**config.mk**
```make
export PLATFORM = sky130hd
export DESIGN_NAME = sfx_scheduler
export DESIGN_NICKNAME = d
export VERILOG_FILES = /design/src/rtl/sfx_pkg.sv /design/src/rtl/sfx_rom.sv /design/src/rtl/sfx_scheduler.sv
export SDC_FILE = /design/constraint.sdc
export NUM_CORES = 1
export LEC_CHECK = 0
export ABC_CLOCK_PERIOD_IN_PS = 8700
export CELL_PAD_IN_SITES_DETAIL_PLACEMENT = 0
export CELL_PAD_IN_SITES_GLOBAL_PLACEMENT = 1
export CORE_MARGIN = 2
export CORE_UTILIZATION = 49
export CTS_BUF_LIST = sky130_fd_sc_hd__clkbuf_2 sky130_fd_sc_hd__clkbuf_4 sky130_fd_sc_hd__clkbuf_8
export DETAILED_ROUTE_END_ITERATION = 6
export DONT_BUFFER_PORTS = 1
export PLACE_DENSITY = 0.93
export SLEW_MARGIN = 25
export SYNTH_ARGS = -nofsm -noshare
export SYNTH_HDL_FRONTEND = slang
export SYNTH_HIERARCHICAL = 1
export SYNTH_SLANG_ARGS = --single-unit
```
**constraint.sdc**
```tcl
create_clock -name clk_22 -period 8.7 [get_ports clk_22]
set_input_delay 1.305 -clock clk_22 [delete_from_list [all_inputs] [get_ports clk_22]]
set_output_delay 1.305 -clock clk_22 [all_outputs]
set_load 0.02 [all_outputs]
```
**src/rtl/sfx_pkg.sv**
```systemverilog
// Shared definitions for the sound-effect scheduler.
//   - FSM state encodings (IDLE, PLAY, GAP)
//   - sound ids, which double as requester bit positions and priorities
//   - SILENCE frequency and the note-index -> Hz map
//   - top_id(): index of the highest set bit of a 4-bit request vector
package sfx_pkg;

   localparam logic [1:0] ST_IDLE = 2'd0;
   localparam logic [1:0] ST_PLAY = 2'd1;
   localparam logic [1:0] ST_GAP  = 2'd2;

   localparam logic [1:0] SND_CLICK = 2'd0;
   localparam logic [1:0] SND_BUMP  = 2'd1;
   localparam logic [1:0] SND_LOSE  = 2'd2;
   localparam logic [1:0] SND_WIN   = 2'd3;

   localparam logic [31:0] SILENCE = 32'd20000;

   function automatic logic [31:0] note_hz(input logic [3:0] note);
      logic [31:0] hz;
      case (note)
         4'd1:    hz = 32'd466;
         4'd2:    hz = 32'd523;
         4'd3:    hz = 32'd587;
         4'd4:    hz = 32'd622;
         4'd5:    hz = 32'd659;
         4'd6:    hz = 32'd698;
         4'd7:    hz = 32'd740;
         4'd8:    hz = 32'd784;
         4'd9:    hz = 32'd830;
         4'd10:   hz = 32'd880;
         4'd11:   hz = 32'd1046;
         default: hz = SILENCE;
      endcase
      return hz;
   endfunction

   // Higher bit index means higher priority.
   function automatic logic [1:0] top_id(input logic [3:0] v);
      logic [1:0] id;
      if (v[3])      id = SND_WIN;
      else if (v[2]) id = SND_LOSE;
      else if (v[1]) id = SND_BUMP;
      else           id = SND_CLICK;
      return id;
   endfunction

endpackage

```
**src/rtl/sfx_rom.sv**
```systemverilog
// Note-sequence ROM, purely combinational.
//   sound : sound id (0 click .. 3 win)
//   step  : step index within the sound
//   note  : note index for that step
//   dur   : step lasts dur+1 cycles
//   last  : final step of the sound
// Unused addresses read as a silent, zero-length, last step so a stray
// step index always terminates the sound.
module sfx_rom
   import sfx_pkg::*;
(
   input  logic [1:0] sound,
   input  logic [2:0] step,
   output logic [3:0] note,
   output logic [3:0] dur,
   output logic       last
);

   always_comb begin
      note = 4'd0;
      dur  = 4'd0;
      last = 1'b1;
      case ({sound, step})
         {SND_WIN,  3'd0}: begin note = 4'd2;  dur = 4'd1; last = 1'b0; end
         {SND_WIN,  3'd1}: begin note = 4'd3;  dur = 4'd1; last = 1'b0; end
         {SND_WIN,  3'd2}: begin note = 4'd5;  dur = 4'd1; last = 1'b0; end
         {SND_WIN,  3'd3}: begin note = 4'd8;  dur = 4'd2; last = 1'b1; end
         {SND_LOSE, 3'd0}: begin note = 4'd10; dur = 4'd1; last = 1'b0; end
         {SND_LOSE, 3'd1}: begin note = 4'd9;  dur = 4'd1; last = 1'b0; end
         {SND_LOSE, 3'd2}: begin note = 4'd8;  dur = 4'd1; last = 1'b0; end
         {SND_LOSE, 3'd3}: begin note = 4'd7;  dur = 4'd3; last = 1'b1; end
         {SND_BUMP, 3'd0}: begin note = 4'd2;  dur = 4'd0; last = 1'b0; end
         {SND_BUMP, 3'd1}: begin note = 4'd4;  dur = 4'd1; last = 1'b1; end
         {SND_CLICK,3'd0}: begin note = 4'd11; dur = 4'd1; last = 1'b1; end
         default: ;
      endcase
   end

endmodule

```
**src/rtl/sfx_scheduler.sv**
```systemverilog
// Sound-effect scheduler: shares one tone generator between four
// requesters (bit 3 win > bit 2 lose > bit 1 bump > bit 0 click).
//   clk_22    : tick clock, sole clock
//   rst_n     : asynchronous active-low reset
//   enable    : low flushes state and pending requests
//   mute      : forces tone to SILENCE, sequencing continues
//   req       : per-requester request pulses
//   tone      : frequency in Hz to the PWM driver (20000 = silence)
//   grant     : one-hot id of the sound in PLAY, else 0
//   busy      : high in PLAY or GAP
//   done      : one-cycle pulse on the first GAP cycle of a completed sound
//   state_dbg : current FSM state
// All outputs are registered from the next-state values.
module sfx_scheduler
   import sfx_pkg::*;
#(
   parameter int N_REQ     = 4,
   parameter int GAP_TICKS = 1
) (
   input  logic             clk_22,
   input  logic             rst_n,
   input  logic             enable,
   input  logic             mute,
   input  logic [N_REQ-1:0] req,
   output logic [31:0]      tone,
   output logic [N_REQ-1:0] grant,
   output logic             busy,
   output logic             done,
   output logic [1:0]       state_dbg
);

   logic [1:0]       state_q,   state_d;
   logic [1:0]       cur_q,     cur_d;
   logic [2:0]       step_q,    step_d;
   logic [3:0]       timer_q,   timer_d;
   logic [3:0]       gap_q,     gap_d;
   logic [N_REQ-1:0] pending_q, pending_d;
   logic [31:0]      tone_q,    tone_d;
   logic [N_REQ-1:0] grant_q,   grant_d;
   logic             busy_q,    busy_d;
   logic             done_q,    done_d;

   logic [N_REQ-1:0] all_req;
   logic [3:0]       cur_note, cur_dur, nxt_note, nxt_dur;
   logic             cur_last, nxt_last;

   // Current step drives the timer; the step being entered drives the note.
   sfx_rom u_rom_cur (.sound(cur_q), .step(step_q), .note(cur_note), .dur(cur_dur), .last(cur_last));
   sfx_rom u_rom_nxt (.sound(cur_d), .step(step_d), .note(nxt_note), .dur(nxt_dur), .last(nxt_last));

   assign all_req = pending_q | req;

   always_comb begin
      state_d   = state_q;
      cur_d     = cur_q;
      step_d    = step_q;
      timer_d   = timer_q;
      gap_d     = gap_q;
      pending_d = all_req;
      done_d    = 1'b0;

      if (!enable) begin
         state_d   = ST_IDLE;
         pending_d = '0;
         step_d    = 3'd0;
         timer_d   = 4'd0;
         gap_d     = 4'd0;
      end else begin
         case (state_q)
            ST_IDLE: begin
               if (|all_req) begin
                  state_d   = ST_PLAY;
                  cur_d     = top_id(all_req);
                  step_d    = 3'd0;
                  timer_d   = 4'd0;
                  pending_d = all_req & ~(N_REQ'(1) << top_id(all_req));
               end
            end
            ST_PLAY: begin
               // A request at or above the current sound preempts or retriggers.
               if ((|req) && (top_id(req) >= cur_q)) begin
                  cur_d     = top_id(req);
                  step_d    = 3'd0;
                  timer_d   = 4'd0;
                  pending_d = all_req & ~(N_REQ'(1) << top_id(req));
               end else if (timer_q == cur_dur) begin
                  timer_d = 4'd0;
                  if (cur_last || (step_q == 3'd7)) begin
                     state_d = ST_GAP;
                     step_d  = 3'd0;
                     gap_d   = 4'd0;
                     done_d  = 1'b1;
                  end else begin
                     step_d = step_q + 3'd1;
                  end
               end else begin
                  timer_d = timer_q + 4'd1;
               end
            end
            ST_GAP: begin
               if (gap_q == 4'(GAP_TICKS - 1)) begin
                  if (|all_req) begin
                     state_d   = ST_PLAY;
                     cur_d     = top_id(all_req);
                     step_d    = 3'd0;
                     timer_d   = 4'd0;
                     pending_d = all_req & ~(N_REQ'(1) << top_id(all_req));
                  end else begin
                     state_d = ST_IDLE;
                  end
               end else begin
                  gap_d = gap_q + 4'd1;
               end
            end
            default: state_d = ST_IDLE;
         endcase
      end

      tone_d  = ((state_d == ST_PLAY) && !mute) ? note_hz(nxt_note) : SILENCE;
      grant_d = (state_d == ST_PLAY) ? (N_REQ'(1) << cur_d) : '0;
      busy_d  = (state_d != ST_IDLE);
   end

   always_ff @(posedge clk_22 or negedge rst_n) begin
      if (!rst_n) begin
         state_q   <= ST_IDLE;
         cur_q     <= SND_CLICK;
         step_q    <= 3'd0;
         timer_q   <= 4'd0;
         gap_q     <= 4'd0;
         pending_q <= '0;
         tone_q    <= SILENCE;
         grant_q   <= '0;
         busy_q    <= 1'b0;
         done_q    <= 1'b0;
      end else begin
         state_q   <= state_d;
         cur_q     <= cur_d;
         step_q    <= step_d;
         timer_q   <= timer_d;
         gap_q     <= gap_d;
         pending_q <= pending_d;
         tone_q    <= tone_d;
         grant_q   <= grant_d;
         busy_q    <= busy_d;
         done_q    <= done_d;
      end
   end

   assign tone      = tone_q;
   assign grant     = grant_q;
   assign busy      = busy_q;
   assign done      = done_q;
   assign state_dbg = state_q;

endmodule

```
==> results of run 1 <==
## layout make-up
class / instances / area [um^2]
fill: 457 / 2480
sequential: 37 / 931
inverter: 17 / 63.8
clock buffer: 5 / 68.8
tap: 70 / 87.6
clock inverter: 3 / 68.8
timing repair buffer: 1 / 7.51
multi-input combinational: 199 / 1300
## worst max path at each step
stage	start	end	slack [ns]	cells after the start
after detailed placement	req[3]	tone[4]	3.22	14
after floorplan	req[3]	tone[4]	3.98	16
final	req[3]	tone[4]	3.47	14
after CTS	req[3]	tone[4]	3.53	14
after global routing	req[3]	tone[4]	3.15	14
after global placement	req[3]	tone[4]	3.47	14
## report_power, final
part | internal, mW | switching [mW] | total, mW
Combinational | 0.0610 | 0.0993 | 0.160
Clock | 0.115 | 0.0667 | 0.182
Sequential | 0.188 | 0.0268 | 0.215
## sequential cells by signal, indices dropped and copies added, names as in the netlist, 2 cells and up
name / cells
gap_q: 4
step_q: 3
pending_q: 4
grant: 4
cur_q: 2
timer_q: 4
state_dbg: 2
tone: 12
## worst max-delay path, cell delays in order
cell and delay (ns):
or2_1 0.31, ha_1 0.28, a2111oi_2 0.49, o21ai_0 0.30
nor2_1 0.27, nor2_1 0.06, a31oi_1 0.66, mux2_2 0.43
o32ai_2 0.27, inv_1 0.20, ha_1 0.36, inv_1 0.05
or3_1 0.30, a21oi_1 0.15
## layer usage
metal,vias up,track usage
met5,-,0
met4,0,0.0799
met3,9,0.0397
met2,63,0.273
met1,882,0.224
li1,872,-
## per-stage QoR
| stage | instance area, um^2 | hold WS, ns | power (mW) |
|---|---|---|---|
| after floorplan | 2580 | 0.477 | 0.366 |
| after global placement | 2390 | 0.497 | 0.374 |
| after detailed placement | 2390 | 0.518 | 0.377 |
| after CTS | 2530 | 0.532 | 0.560 |
| after global routing | 2530 | 0.566 | 0.591 |
| final | 2530 | 0.525 | 0.557 |
==> out/results.ini, run 1 <==
[outcome]
status = finished, final reports clean

[timing]
finalCriticalPeriod_ns = 5.23
fin_setup_tns_ns = 0
slew_violations = 0
fmax_ghz = 0.191
finalSetupViolations = 0
max_slew.worst_pin.slew_ns = 0.887
rsz0062_at_grt = false
layout_setup_ws_ns = 3.47
finClkSkew_ns = 0.00413
slew_headroom = 0.406
hold_viol = 0
fin_crit_sh = 0.601

[critical_path]
r2r_slack_ns = 4.23
cp_max_fo = 10
cp-start-kind = input port
end_kind = register
path_class = in -> reg
rr_worst_depth = 16
worstPathRequired_ns = 8.92
reg2reg_from = step_q[0]
cp_data_arrival_time_ns = 5.45
r2r_end = tone[4]

[synthesis]
synthesis.area_um2 = 2510
postSynthAreaPerCell_um2 = 9.25
synthCells = 271
yosysWarnings = 6

[place]
place_inst = 324
io_buffers = 0
pre_cts_ws_ns = 3.22
hpwl_um = 3380
place.gp.congestion = 0.901

[cts]
cts_sinks = 37
clkTransAtPathRegs_ns = 0.08
clockRootBuffer = clkbuf_8
numCtsBuffers = 5
max-clock-path-buffers = 2
htreeDepth = 2
postCtsHoldBufs = 0
cts_resized = 0
post_cts_buffers = 0
cts_tree = built
worstSkewPairLatency_ns = 0.29

[cells_and_area]
drive_gt1_frac = 0.134
antenna_cells = 0
final_core_util = 0.505
layout_common_cells = dfrtp_1 (33), nand2_1 (23), conb_1 (21), a21oi_1 (19), o21ai_0 (19)
instances_no_fill = 332
fin_nets = 280
final_common_cell = dfrtp_1
areaGrowthSynthToFinish_pct = 0.949

[floorplanning]
dieArea_um2 = 5700
rows = 26
core_um2 = 5010
pin_count = 48
die-height_um = 75.5
start_util = 0.500
dieWidth_um = 75.5

[global_routing]
track_usage = 0.173
grt_pass1_wl_um = 7470
grt_max_degree = 38
grt_overflow = 0
grt_antenna_before_repair = 0
grt_pass1_vias = 1596

[detailed_routing]
wl_met3_um = 278
wl_per_cell_um = 14.1
drt_iter0_markers = 97
vias = 1826
wl_met1_um = 1990
ant_nets = 0
wl_um = 4680
first_pass_iters = 4
drc_errors = 0
via_per_inst = 5.50
top_layer_used = met4
met2_length_um = 2320

[min_path]
min_path_cells = 1
min_from = gap_q[3]
min_path_type = reg -> reg
hold_end = gap_q[3]

[pwr]
powerDensity_nw_per_um2 = 220
leakagePower_nw = 1.12
ir_worst_vdd_mv = 0.0987

[job]
drv_cap = 0

Power figures use the tool's default switching activity.
==> inputs of run 2 (changes only) <==
Settings changed: ABC_CLOCK_PERIOD_IN_PS 8700 to 4500, CORE_UTILIZATION 49 to 45, PLACE_DENSITY 0.93 to 0.9.
Clock period 8.7 ns to 4.5 ns, I/O delays scaled along.
==> run 2 against run 1 <==
Combinational power grew 100%. Cell count up 2.1%. First-iteration DRC count down 30%. Count of clock-buffer cells in the layout rose by 1. Sequential cell count stayed put. Clock skew is 0.00087 ns higher. Utilization fell by 3.6 points. Critical path depth unchanged.
==> out/results.ini, run 2 (synthesis results as in run 1) <==
[outcome]
status = finished, final reports clean  ; unchanged

[global_routing]
track_usage = 0.161  ; was 0.173
grt_overflow = 0  ; unchanged
grt_antenna_before_repair = 0  ; unchanged
grt_pass1_vias = 1613  ; was 1596
grt_pass1_wl_um = 7940  ; was 7470 um
grt_max_degree = 38  ; unchanged

[place]
place_inst = 331  ; was 324
place.gp.congestion = 0.871  ; was 0.901
pre_cts_ws_ns = 0.163  ; was 3.22 ns
io_buffers = 0  ; unchanged
hpwl_um = 3520  ; was 3380 um

[cts]
cts_resized = 0  ; unchanged
numCtsBuffers = 5  ; unchanged
post_cts_buffers = 0  ; unchanged
cts_tree = built  ; unchanged
clkTransAtPathRegs_ns = 0.08  ; about the same
cts_sinks = 37  ; unchanged
clockRootBuffer = clkbuf_8  ; unchanged
htreeDepth = 2  ; unchanged
max-clock-path-buffers = 2  ; unchanged
postCtsHoldBufs = 0  ; unchanged
worstSkewPairLatency_ns = 0.29  ; about the same

[detailed_routing]
first_pass_iters = 4  ; unchanged
vias = 1784  ; was 1826
wl_um = 4760  ; was 4680 um
ant_nets = 0  ; unchanged
drc_errors = 0  ; unchanged
wl_per_cell_um = 14.0  ; was 14.1 um
drt_iter0_markers = 68  ; was 97
via_per_inst = 5.26  ; was 5.50

[cells_and_area]
fin_nets = 285  ; was 280
drive_gt1_frac = 0.150  ; was 0.134
antenna_cells = 0  ; unchanged
layout_common_cells = dfrtp_1 (33), nand2_1 (23), conb_1 (21), a21oi_1 (19), o21ai_0 (19)  ; unchanged
final_common_cell = dfrtp_1  ; unchanged
instances_no_fill = 339  ; was 332
largest_reg_flops = 12  ; unchanged
areaGrowthSynthToFinish_pct = 1.85  ; was 0.949%
fillers = 502  ; was 457

[timing]
fin_crit_sh = 0.902
finalSetupViolations = 0  ; unchanged
max_slew.worst_pin.slew_ns = 0.707  ; was 0.887 ns
fin_setup_tns_ns = 0  ; unchanged
rsz0062_at_grt = false  ; unchanged
slew_violations = 0  ; unchanged
fmax_ghz = 0.246
slew_headroom = 0.524  ; was 0.406
hold_viol = 0  ; unchanged
layout_setup_ws_ns = 0.440  ; was 3.47 ns
whs_ns = 0.0722  ; was 0.525 ns
finalCriticalPeriod_ns = 4.06
finClkSkew_ns = 0.00500  ; was 0.00413 ns

[floorplanning]
die-height_um = 78.6  ; was 75.5 um
rows = 27  ; was 26
dieWidth_um = 78.6  ; was 75.5 um
start_util = 0.461  ; was 0.500
dieArea_um2 = 6180  ; was 5700 um^2
pin_count = 48  ; unchanged
core_um2 = 5440  ; was 5010 um^2

[pwr]
ir_worst_vdd_mv = 0.147  ; was 0.0987 mV
comb_power_share = 0.314  ; was 0.288
leakagePower_nw = 1.14  ; was 1.12 nW
power.total_mw = 1.05  ; was 557 uW
clockPowerShare = 0.289  ; was 0.327
swShare = 0.353  ; was 0.346
internal-power_uw = 676  ; was 365 uW
powerDensity_nw_per_um2 = 410  ; was 220 nW/um^2
pwr-share-seq = 0.398  ; was 0.386
switchingPower_uw = 369  ; was 193 uW

[job]
drv_cap = 0  ; unchanged

[critical_path]
cp_max_fo = 11  ; was 10
cp_data_arrival_time_ns = 4.27  ; was 5.45 ns
path_class = in -> reg  ; unchanged
end_kind = register  ; unchanged
worstPathRequired_ns = 4.71  ; was 8.92 ns
cp-start-kind = input port  ; unchanged

[min_path]
min_path_type = in -> async  ; was reg -> reg

-- run 2: cell types whose count changed in the layout (fill, tap and decap cells not counted), sizes merged --
cell / delta
clkbuf: +1
inv: -1
buf: +5
bufinv: -1
clkinvlp: +1
-- run 2: per-layer routing --
metal | up-vias | global-route usage | share of wire
met5 | - | 0 | 0
met4 | 0 | 0.0544 | 0.011
met3 | 4 | 0.0345 | 0.037
met2 | 38 | 0.254 | 0.49
met1 | 843 | 0.220 | 0.46
li1 | 899 | - | -
-- run 2: area by class of cell --
| cell class | instances | area [um^2] | share of cell area |
|---|---|---|---|
| clock inverters | 2 | 37.5 | 0.0147 |
| inverters | 17 | 63.8 | 0.0250 |
| multi-input cells | 199 | 1300 | 0.510 |
| clock buffers | 6 | 82.6 | 0.0324 |
| repair buffers | 6 | 45.0 | 0.0176 |
| well taps | 72 | 90.1 | 0.0353 |
| flip-flops and latches | 37 | 931 | 0.365 |
-- run 2: power by group through the flow --
stage / combinational [mW] / sequential [mW] / clock (mW)
after floorplan: 0.302 / 0.407 / 0
after global placement: 0.319 / 0.422 / 0
after detailed placement: 0.324 / 0.423 / 0
after CTS: 0.326 / 0.416 / 0.312
after global routing: 0.365 / 0.421 / 0.325
final: 0.328 / 0.416 / 0.302
-- run 2: worst max-delay path: stages --
cell	delay (ns)
or2_1	0.30
ha_1	0.29
a2111oi_2	0.50
o21ai_0	0.32
nor2_1	0.28
a22o_1	0.40
nand2_1	0.09
mux2_2	0.27
o32ai_2	0.14
inv_1	0.14
ha_1	0.34
inv_1	0.06
or3_1	0.30
a21oi_1	0.16
-- run 2: metrics by stage --
step	utilization	instance area (um^2)
floorplan	-	2580
global placement	0.447	2430
detailed placement	0.447	2430
CTS	0.469	2550
global route	0.469	2550
finish	0.469	2550
-- run 2: worst paths after layout --
kind	startpoint	end	slack (ns)	depth (start not counted)
worst max-delay path	req[3]	tone[4]	0.44	14
worst min register to register	gap_q[3]	gap_q[3]	0.52	1
worst min-delay path	rst_n	pending_q[1]	0.07	0
worst max register to register	gap_q[0]	tone[4]	0.66	17
min in group clk_22	enable	pending_q[1]	0.52	2
max in group asynchronous	rst_n	tone[5]	4.25	0
==> inputs of run 3 (changes only) <==
--- a/config.mk
+++ b/config.mk
@@ -9,5 +9,5 @@
 export CELL_PAD_IN_SITES_DETAIL_PLACEMENT = 0
 export CELL_PAD_IN_SITES_GLOBAL_PLACEMENT = 1
-export CORE_MARGIN = 2
+export CORE_MARGIN = 10
 export CORE_UTILIZATION = 45
 export CTS_BUF_LIST = sky130_fd_sc_hd__clkbuf_2 sky130_fd_sc_hd__clkbuf_4 sky130_fd_sc_hd__clkbuf_8
==> constraint.sdc (replaced) <==
create_clock -name clk_22 -period 4.5 [get_ports clk_22]
set_input_delay 0.675 -clock clk_22 [delete_from_list [all_inputs] [get_ports clk_22]]
set_output_delay 0.675 -clock clk_22 [all_outputs]
set_load 0.05 [all_outputs]
==> run 3 against run 2 <==
Routed wire length increased by 10%. Worst setup slack improved by 0.084 ns. Critical path depth unchanged. Fmax increased by 2.1%. Cell area increased by 1.2%. Die area increased by 45%.
==> out/results.ini, run 3 (synthesis results as in run 1) <==
[cts]
cts_resized = 0  ; unchanged
postCtsHoldBufs = 0  ; unchanged
cts_sinks = 37  ; unchanged
post_cts_buffers = 0  ; unchanged
htreeDepth = 2  ; unchanged
clkTransAtPathRegs_ns = 0.08  ; about the same
max-clock-path-buffers = 2  ; unchanged
clockRootBuffer = clkbuf_8  ; unchanged
worstSkewPairLatency_ns = 0.30  ; was 0.29 ns
cts_tree = built  ; unchanged
numCtsBuffers = 5  ; unchanged

[timing]
whs_ns = 0.0634  ; was 0.0722 ns
fin_setup_tns_ns = 0  ; unchanged
max_slew.worst_pin.slew_ns = 0.682  ; was 0.707 ns
fmax_ghz = 0.252  ; was 0.246 GHz
hold_viol = 0  ; unchanged
rsz0062_at_grt = false  ; unchanged
finalCriticalPeriod_ns = 3.98  ; was 4.06 ns
finClkSkew_ns = 0.0119  ; was 0.00500 ns
layout_setup_ws_ns = 0.524  ; was 0.440 ns
slew_violations = 0  ; unchanged
slew_headroom = 0.541  ; was 0.524
finalSetupViolations = 0  ; unchanged
fin_crit_sh = 0.884  ; was 0.902

[pwr]
leakagePower_nw = 1.16  ; was 1.14 nW
powerDensity_nw_per_um2 = 433  ; was 410 nW/um^2
ir_worst_vdd_mv = 0.143  ; was 0.147 mV

[place]
io_buffers = 0  ; unchanged
hpwl_um = 3970  ; was 3520 um
place.gp.congestion = 0.853  ; was 0.871
pre_cts_ws_ns = 0.182  ; was 0.163 ns
place_inst = 335  ; was 331

[floorplanning]
dieArea_um2 = 8950  ; was 6180 um^2
dieWidth_um = 94.6  ; was 78.6 um
rows = 27  ; unchanged
start_util = 0.461  ; unchanged
pin_count = 48  ; unchanged
core_um2 = 5440  ; unchanged
die-height_um = 94.6  ; was 78.6 um

[detailed_routing]
vias = 1812  ; was 1784
wl_met3_um = 260  ; was 175 um
top_layer_used = met4  ; unchanged
wl_met1_um = 2360  ; was 2180 um
wl_per_cell_um = 15.3  ; was 14.0 um
met2_length_um = 2530  ; was 2350 um
drc_errors = 0  ; unchanged
ant_nets = 0  ; unchanged
drt_iter0_markers = 87  ; was 68
via_per_inst = 5.28  ; was 5.26
wl_um = 5240  ; was 4760 um
first_pass_iters = 4  ; unchanged

[critical_path]
cp_max_fo = 11  ; unchanged
startpoint = req[3]  ; unchanged
r2r_slack_ns = 0.60  ; was 0.66 ns
path_class = in -> reg  ; unchanged
cp_data_arrival_time_ns = 4.19  ; was 4.27 ns
cp-start-kind = input port  ; unchanged
reg2reg_from = cur_q[0]  ; was gap_q[0]
worstPathRequired_ns = 4.72  ; was 4.71 ns
end_kind = register  ; unchanged

[cells_and_area]
antenna_cells = 0  ; unchanged
fin_nets = 289  ; was 285
layout_common_cells = dfrtp_1 (33), nand2_1 (23), conb_1 (21), a21oi_1 (19), o21ai_0 (19)  ; unchanged
drive_gt1_frac = 0.162  ; was 0.150
largest_reg_flops = 12  ; unchanged
areaGrowthSynthToFinish_pct = 3.05  ; was 1.85%
fillers = 513  ; was 502
final_common_cell = dfrtp_1  ; unchanged
instances_no_fill = 343  ; was 339

[outcome]
status = finished, final reports clean  ; unchanged

[job]
drv_cap = 0  ; unchanged

[global_routing]
grt_pass1_vias = 1873  ; was 1613
grt_antenna_before_repair = 0  ; unchanged
track_usage = 0.123  ; was 0.161
grt_max_degree = 38  ; unchanged
grt_pass1_wl_um = 9030  ; was 7940 um
grt_overflow = 0  ; unchanged

[min_path]
min_path_type = in -> async  ; unchanged

-- run 3: cell types whose count changed in the layout (fill, tap and decap cells not counted) --
cell | previous run | this run
buf_4 | 6 | 10
-- run 3: critical path: stages --
cell and delay, ns:
or2_1 0.30, ha_1 0.28, a2111oi_2 0.51, o2111ai_1 0.35
nand2_1 0.17, a22o_1 0.37, nand2_1 0.09, mux2_2 0.28
o32ai_2 0.14, inv_1 0.14, ha_1 0.33, inv_1 0.06
or3_1 0.33, a21oi_1 0.17
-- run 3: through the flow --
step / cell area (um^2) / util / total power, mW
2_1_floorplan: 2580 / - / 0.771
3_3_place_gp: 2460 / 0.453 / 0.813
5_1_grt: 2580 / 0.475 / 1.19
6_report: 2580 / 0.475 / 1.12
4_1_cts: 2580 / 0.475 / 1.12
3_5_place_dp: 2460 / 0.453 / 0.816
-- run 3: power breakdown --
group	switching (mW)	leakage (nW)	internal (mW)	total, mW
Combinational	0.220	0.614	0.138	0.357
Sequential	0.0921	0.486	0.364	0.456
Clock	0.126	0.0574	0.180	0.306
-- run 3: final timing paths --
check,to,cells after the start
setup / recovery,tone[4],14
hold / removal,tone[7],0
hold reg to reg,gap_q[3],1
min in group clk_22,pending_q[1],2
setup reg to reg,tone[4],16
max in group asynchronous,tone[9],0
-- run 3: per-layer routing --
layer | global-route usage | vias up
met5 | 0 | -
met4 | 0.0449 | 0
met3 | 0.0254 | 6
met2 | 0.213 | 49
met1 | 0.147 | 857
li1 | - | 900
-- run 3: area by class of cell --
type | instances | area, um^2 | area share
well taps | 72 | 90.1 | 0.0349
flip-flops and latches | 37 | 931 | 0.360
multi-input cells | 199 | 1300 | 0.504
inverters | 17 | 63.8 | 0.0247
clock inverters | 2 | 37.5 | 0.0145
clock buffers | 6 | 82.6 | 0.0320
repair buffers | 10 | 75.1 | 0.0291
